==> src/rtl/booth_mul_sched.sv <==
// Radix-2 Booth multiplier shared by two requesters through a round-robin arbiter.
// One Booth step per cycle. The tagged signed product leaves on a valid/ready port.
module booth_mul_sched #(
    parameter int WIDTH = 32,
    parameter int CNT_W = 6
) (
    input  logic                 clk,
    input  logic                 rst,
    input  logic                 req0_valid,
    output logic                 req0_ready,
    input  logic [WIDTH-1:0]     req0_a,
    input  logic [WIDTH-1:0]     req0_b,
    input  logic                 req1_valid,
    output logic                 req1_ready,
    input  logic [WIDTH-1:0]     req1_a,
    input  logic [WIDTH-1:0]     req1_b,
    output logic                 res_valid,
    input  logic                 res_ready,
    output logic [2*WIDTH-1:0]   res_p,
    output logic                 res_id,
    output logic                 busy
);

    typedef enum logic [1:0] {S_IDLE, S_RUN, S_DONE} state_t;

    state_t               r_state;
    logic                 r_ptr;
    logic [WIDTH:0]       r_a;
    logic [WIDTH:0]       r_acc;
    logic [WIDTH-1:0]     r_q;
    logic                 r_q1;
    logic [CNT_W-1:0]     r_cnt;
    logic [2*WIDTH-1:0]   r_res_p;
    logic                 r_res_valid;
    logic                 r_res_id;

    logic                 w_gnt0;
    logic                 w_gnt1;
    logic [WIDTH:0]       w_sum;
    logic [WIDTH:0]       w_acc_nxt;
    logic [WIDTH-1:0]     w_q_nxt;

    // A lone requester always wins; on contention the pointer decides.
    assign w_gnt0 = (r_state == S_IDLE) && req0_valid && (!req1_valid || !r_ptr);
    assign w_gnt1 = (r_state == S_IDLE) && req1_valid && (!req0_valid ||  r_ptr);

    assign req0_ready = w_gnt0;
    assign req1_ready = w_gnt1;

    // NOTE: every signal written here gets a default first, so no latch can be inferred.
    always_comb begin
        w_sum = r_acc;
        case ({r_q[0], r_q1})
            2'b10:   w_sum = r_acc - r_a;
            2'b01:   w_sum = r_acc + r_a;
            default: w_sum = r_acc;
        endcase
    end

    // The accumulator is one bit wider than A, so A = -2^(WIDTH-1) is negated without overflow.
    assign w_acc_nxt = {w_sum[WIDTH], w_sum[WIDTH:1]};
    assign w_q_nxt   = {w_sum[0], r_q[WIDTH-1:1]};

    // NOTE: state is updated with non-blocking assignments only, so each edge sees the values from the previous cycle.
    always_ff @(posedge clk) begin
        if (rst) begin
            r_state     <= S_IDLE;
            r_ptr       <= 1'b0;
            r_a         <= '0;
            r_acc       <= '0;
            r_q         <= '0;
            r_q1        <= 1'b0;
            r_cnt       <= '0;
            r_res_p     <= '0;
            r_res_valid <= 1'b0;
            r_res_id    <= 1'b0;
        end else begin
            case (r_state)
                S_IDLE: begin
                    if (w_gnt0 || w_gnt1) begin
                        r_a      <= w_gnt1 ? {req1_a[WIDTH-1], req1_a} : {req0_a[WIDTH-1], req0_a};
                        r_q      <= w_gnt1 ? req1_b : req0_b;
                        r_q1     <= 1'b0;
                        r_acc    <= '0;
                        r_cnt    <= CNT_W'(WIDTH);
                        r_res_id <= w_gnt1;
                        r_ptr    <= ~w_gnt1;
                        r_state  <= S_RUN;
                    end
                end
                S_RUN: begin
                    r_acc <= w_acc_nxt;
                    r_q   <= w_q_nxt;
                    r_q1  <= r_q[0];
                    r_cnt <= r_cnt - 1'b1;
                    if (r_cnt == CNT_W'(1)) begin
                        r_res_p     <= {w_acc_nxt[WIDTH-1:0], w_q_nxt};
                        r_res_valid <= 1'b1;
                        r_state     <= S_DONE;
                    end
                end
                S_DONE: begin
                    if (res_ready) begin
                        r_res_valid <= 1'b0;
                        r_state     <= S_IDLE;
                    end
                end
                default: r_state <= S_IDLE;
            endcase
        end
    end

    assign res_valid = r_res_valid;
    assign res_p     = r_res_p;
    assign res_id    = r_res_id;
    assign busy      = (r_state != S_IDLE);

endmodule

==> config.mk <==
export PLATFORM = sky130hd
export DESIGN_NAME = booth_mul_sched
export DESIGN_NICKNAME = d
export VERILOG_FILES = /design/src/rtl/booth_mul_sched.sv
export SDC_FILE = /design/constraint.sdc
export NUM_CORES = 1
export LEC_CHECK = 0
export CORE_MARGIN = 1
export CORE_UTILIZATION = 52
export CTS_CLUSTER_DIAMETER = 120
export CTS_CLUSTER_SIZE = 28
export DETAILED_ROUTE_END_ITERATION = 8
export PLACE_DENSITY = 0.81
export SYNTH_ARGS = -nofsm -noshare
export SYNTH_HDL_FRONTEND = slang
export SYNTH_SLANG_ARGS = --single-unit
==> constraint.sdc <==
create_clock -name clk -period 4.1 [get_ports clk]
set_input_delay 1.025 -clock clk [delete_from_list [all_inputs] [get_ports clk]]
set_output_delay 1.025 -clock clk [all_outputs]
set_load 0.005 [all_outputs]
==> impl_results.md <==
- Area grow syn2layout: 28.0%
- Sequential fraction of the synthesis area: 0.350
- Hold EP: res_p[11]
- Buf/Inv on CP: 1
- Remaining DRCs: 0
- Hold WC Path Type: reg -> reg
- R2R Setup Slk: 0.22 ns
- CP Max Fanout: 7
- CTS Buffer Depth: 2
- Syn. warnings: 0
- Clk_lat worst skew: 0.44 ns
- Cts hold-fix bufs: 0
- Sequential power share: 0.352
- CTS sink cnt: 172
- Final TNS setup: 0 ns
- Pins Over Slew Limit: 0
- Post-Syn Nets: 1,424
- Crit path kind: reg -> reg
- Critical R2R Capture: res_p[63]
- 1st-iter DRT viols: 642
- GPL Wtd Cong: 0.994
- Clk slew on worst S/H paths: 0.07 ns
- Sw Ratio: 0.350
- Dpl ws: 0.245 ns
- Setup crit start: r_a[6]
- Net Switching: 1.90 mW
- Synth unique cells: 78
- Cell count of the worst reg-to-reg path: 15
- Final min period: 3.88 ns
- Die Footprint: 19,500 um^2
- Core ar.: 18,300 um^2
- Starting Density: 0.539
- Initial antenna violation count: 1
- Worst setup EP type: flip-flop
- Prevailing post-synth register cell: dfxtp_1
- Avg Cell Area, Syn: 7.85 um^2
- Final worst slack: 0.223 ns
- CTS tree: done
- GRT Util Overall: 0.291
- Worst EP required: 4.39 ns
- Worst rel slew slack: 0.449
- Routed wire length: 28,500 um
- Max Cap Viol: 0
- Slowest stage cell on the critical path: or3_2
- Flops & latches, synth: 172
- Final worst-path cycle share: 0.946
- Async set-reset flop share out of synthesis: 0
- Total power: 5.43 mW
- Outcome: finished clean
- Post-route cell area: 12,600 um^2
- Area of the mapped netlist: 9840 um^2
- Cell family with most CP delay: simple AND/OR/NAND/NOR gates
- Worst path cell trace: or3_2 -> nor3_1 -> buf_4 -> and2_1 -> a21oi_1 -> xor2_1 -> ha_2 -> and4_1 -> and3_1 -> and3_1 -> nand4_2 -> a211o_2 -> nor3b_2 -> o21bai_1 -> a31oi_1
- Worst Tran Pin Value: 0.827 ns
- VDD IR max: 0.000290 V
- Utilization after layout: 0.689
- I/O pin total: 202
- Crit path launch type: flip-flop
- Final Hold Viols: 0
- Final setup viols: 0
- Vias in the first global route: 9,182
- Post-Syn Instances: 1,254
- Wire per inst: 17.2 um
- Critical R2R Launch: r_a[6]
- Critical path arrival: 4.17 ns
- Cell Count, Final, Fillers Out: 1,655
- Pwr per Cell Area: 431 nW/um^2
- Remaining global-route overflow: 0
- Internal power: 3.53 mW
- Crit path largest cell delay: 0.55 ns
- Number of nets in the layout: 1,582
- Drt pass-1 iters: 6
- Largest net degree at the start of global routing: 82
- Fin Hold WS: 0.454 ns
- First-pass GRT wire length: 45,700 um
- Clock skew: 0.00904 ns
- Placed cells: 1,622
- Port bufs: 201
- Drt via density: 5.90
- Number of flops mapped to enable cells by yosys: 0
- CTS H-tree depth: 4
- Final ANT Viol Nets: 0
- Hold Crit Depth: 2
- Post-DP HPWL: 20,400 um
- CP dominant cell by count: and3_1
- P_leak: 4.88 nW
- RSZ-0062 raised after global routing: false
- Placed Area: 12,000 um^2
- Min-delay src: res_p[11]
- DR vias: 9,769
- Clock root buffer: clkbuf_16
- Die Ht: 140 um
- CTS buffer count: 17
- Max Clock Freq: 258 MHz
- Share of cells above drive strength 1: 0.0716
- Combinational Power Share: 0.348
- Cell Rows: 49
- DIE WIDTH: 140 um
- Clock share of power: 0.299
[cell usage in the layout, fill, tap and decap left out, types with 4 or more instances in the layout]
cell type        instances
clkdlybuf4s50_1        200
a21oi_1                178
dfxtp_1                172
nand2_1                157
nor2_1                 118
inv_1                   49
a22oi_1                 48
o21ai_0                 42
mux2i_1                 39
ha_1                    34
nor3_1                  33
xor2_1                  33
a221oi_1                31
buf_4                   26
nand3_1                 21
xnor2_1                 18
clkbuf_16               17
o21a_1                  15
and3_1                  15
a21o_1                  14
nand2b_1                 8
a31oi_1                  8
a211oi_1                 8
o211ai_1                 8
o21bai_1                 7
a211o_1                  6
and2_1                   5
o31a_1                   5
o21ai_1                  5
inv_6                    5
or2_2                    4
a211oi_2                 4
nand3b_1                 4
[flip-flops by register name, indices dropped and copies added, names as in the netlist]
name / cells
r_cnt: 6
res_p: 64
r_q: 32
r_acc: 32
r_state: 2
r_ptr: 1
r_q1: 1
res_id: 1
r_a: 32
res_valid: 1
[metal layers]
layer | global-route usage | vias up | share of wire
met5 | 0 | - | 0
met4 | 0.103 | 0 | 0.024
li1 | - | 4801 | -
met1 | 0.351 | 4593 | 0.42
met3 | 0.0633 | 48 | 0.064
met2 | 0.508 | 327 | 0.49
[Yosys cell counts, types with 18 or more instances]
cell type | n | area [um^2]
ha_1 | 36 | 450
clkbuf_1 | 80 | 300
nor3_1 | 33 | 165
mux2i_1 | 39 | 390
a21oi_1 | 178 | 891
nor2_1 | 120 | 450
xnor2_1 | 18 | 158
nand2_1 | 158 | 593
inv_1 | 49 | 184
dfxtp_1 | 172 | 3440
o21ai_0 | 42 | 210
nand3_1 | 21 | 105
xor2_1 | 33 | 289
a221oi_1 | 31 | 272
a22oi_1 | 48 | 360
[power by group through the flow]
stage / Sequential (mW) / Combinational (mW) / Clock [mW]
after floorplan: 1.92 / 1.33 / 0
after global placement: 1.94 / 1.82 / 0
after detailed placement: 1.95 / 1.85 / 0
after CTS: 1.91 / 1.86 / 1.63
after global routing: 1.93 / 2.08 / 1.70
final: 1.91 / 1.89 / 1.62
[cell type report]
class                   count  area (um^2)
multi-input cells         944         5860
fillers                  1530         5680
flip-flops and latches    172         3440
repair buffers            227         2220
clock buffers              20          467
well taps                 229          287
inverters                  50          188
clock inverters            12          123
diodes                      1         2.50
[how the worst max path moves through the flow]
stage / endpoint / slack, ns / cells past startpoint
global placement: res_p[62] / 0.21 / 14
floorplan: res_p[63] / 0.43 / 15
CTS: res_p[62] / 0.22 / 14
finish: res_p[63] / 0.22 / 15
global route: r_acc[30] / 0.01 / 14
detailed placement: res_p[62] / 0.25 / 14
[logic make-up after synthesis]
kind of cell	count (synthesis)	share of synthesized area
muxes	42	0.0431
buffers and inverters	138	0.0576
DFF	172	0.350
AOI/OAI and AO/OA	414	0.270
adders and majority gates	37	0.0478
xor gates and xnor gates	51	0.0454
and+or+nand+nor	400	0.186
[worst reg2reg max path: cells and delay by family, from the launching register on]
family          cells  cell delay (ns)
simple gates        8             1.95
compound gates      4             0.70
fa+ha+maj           1             0.41
flops               1             0.35
buf+inv             1             0.16
xor+xnor            1             0.15
[what timing repair did]
| action | 4_1_cts | 5_1_grt |
|---|---|---|
| setup endpoints to repair | 0 | 7 |
| gates resized for setup | 0 | 4 |
| hold endpoints to repair | 0 | 0 |
| buffers inserted | 0 | 0 |
(Power assumes the default switching activity.)
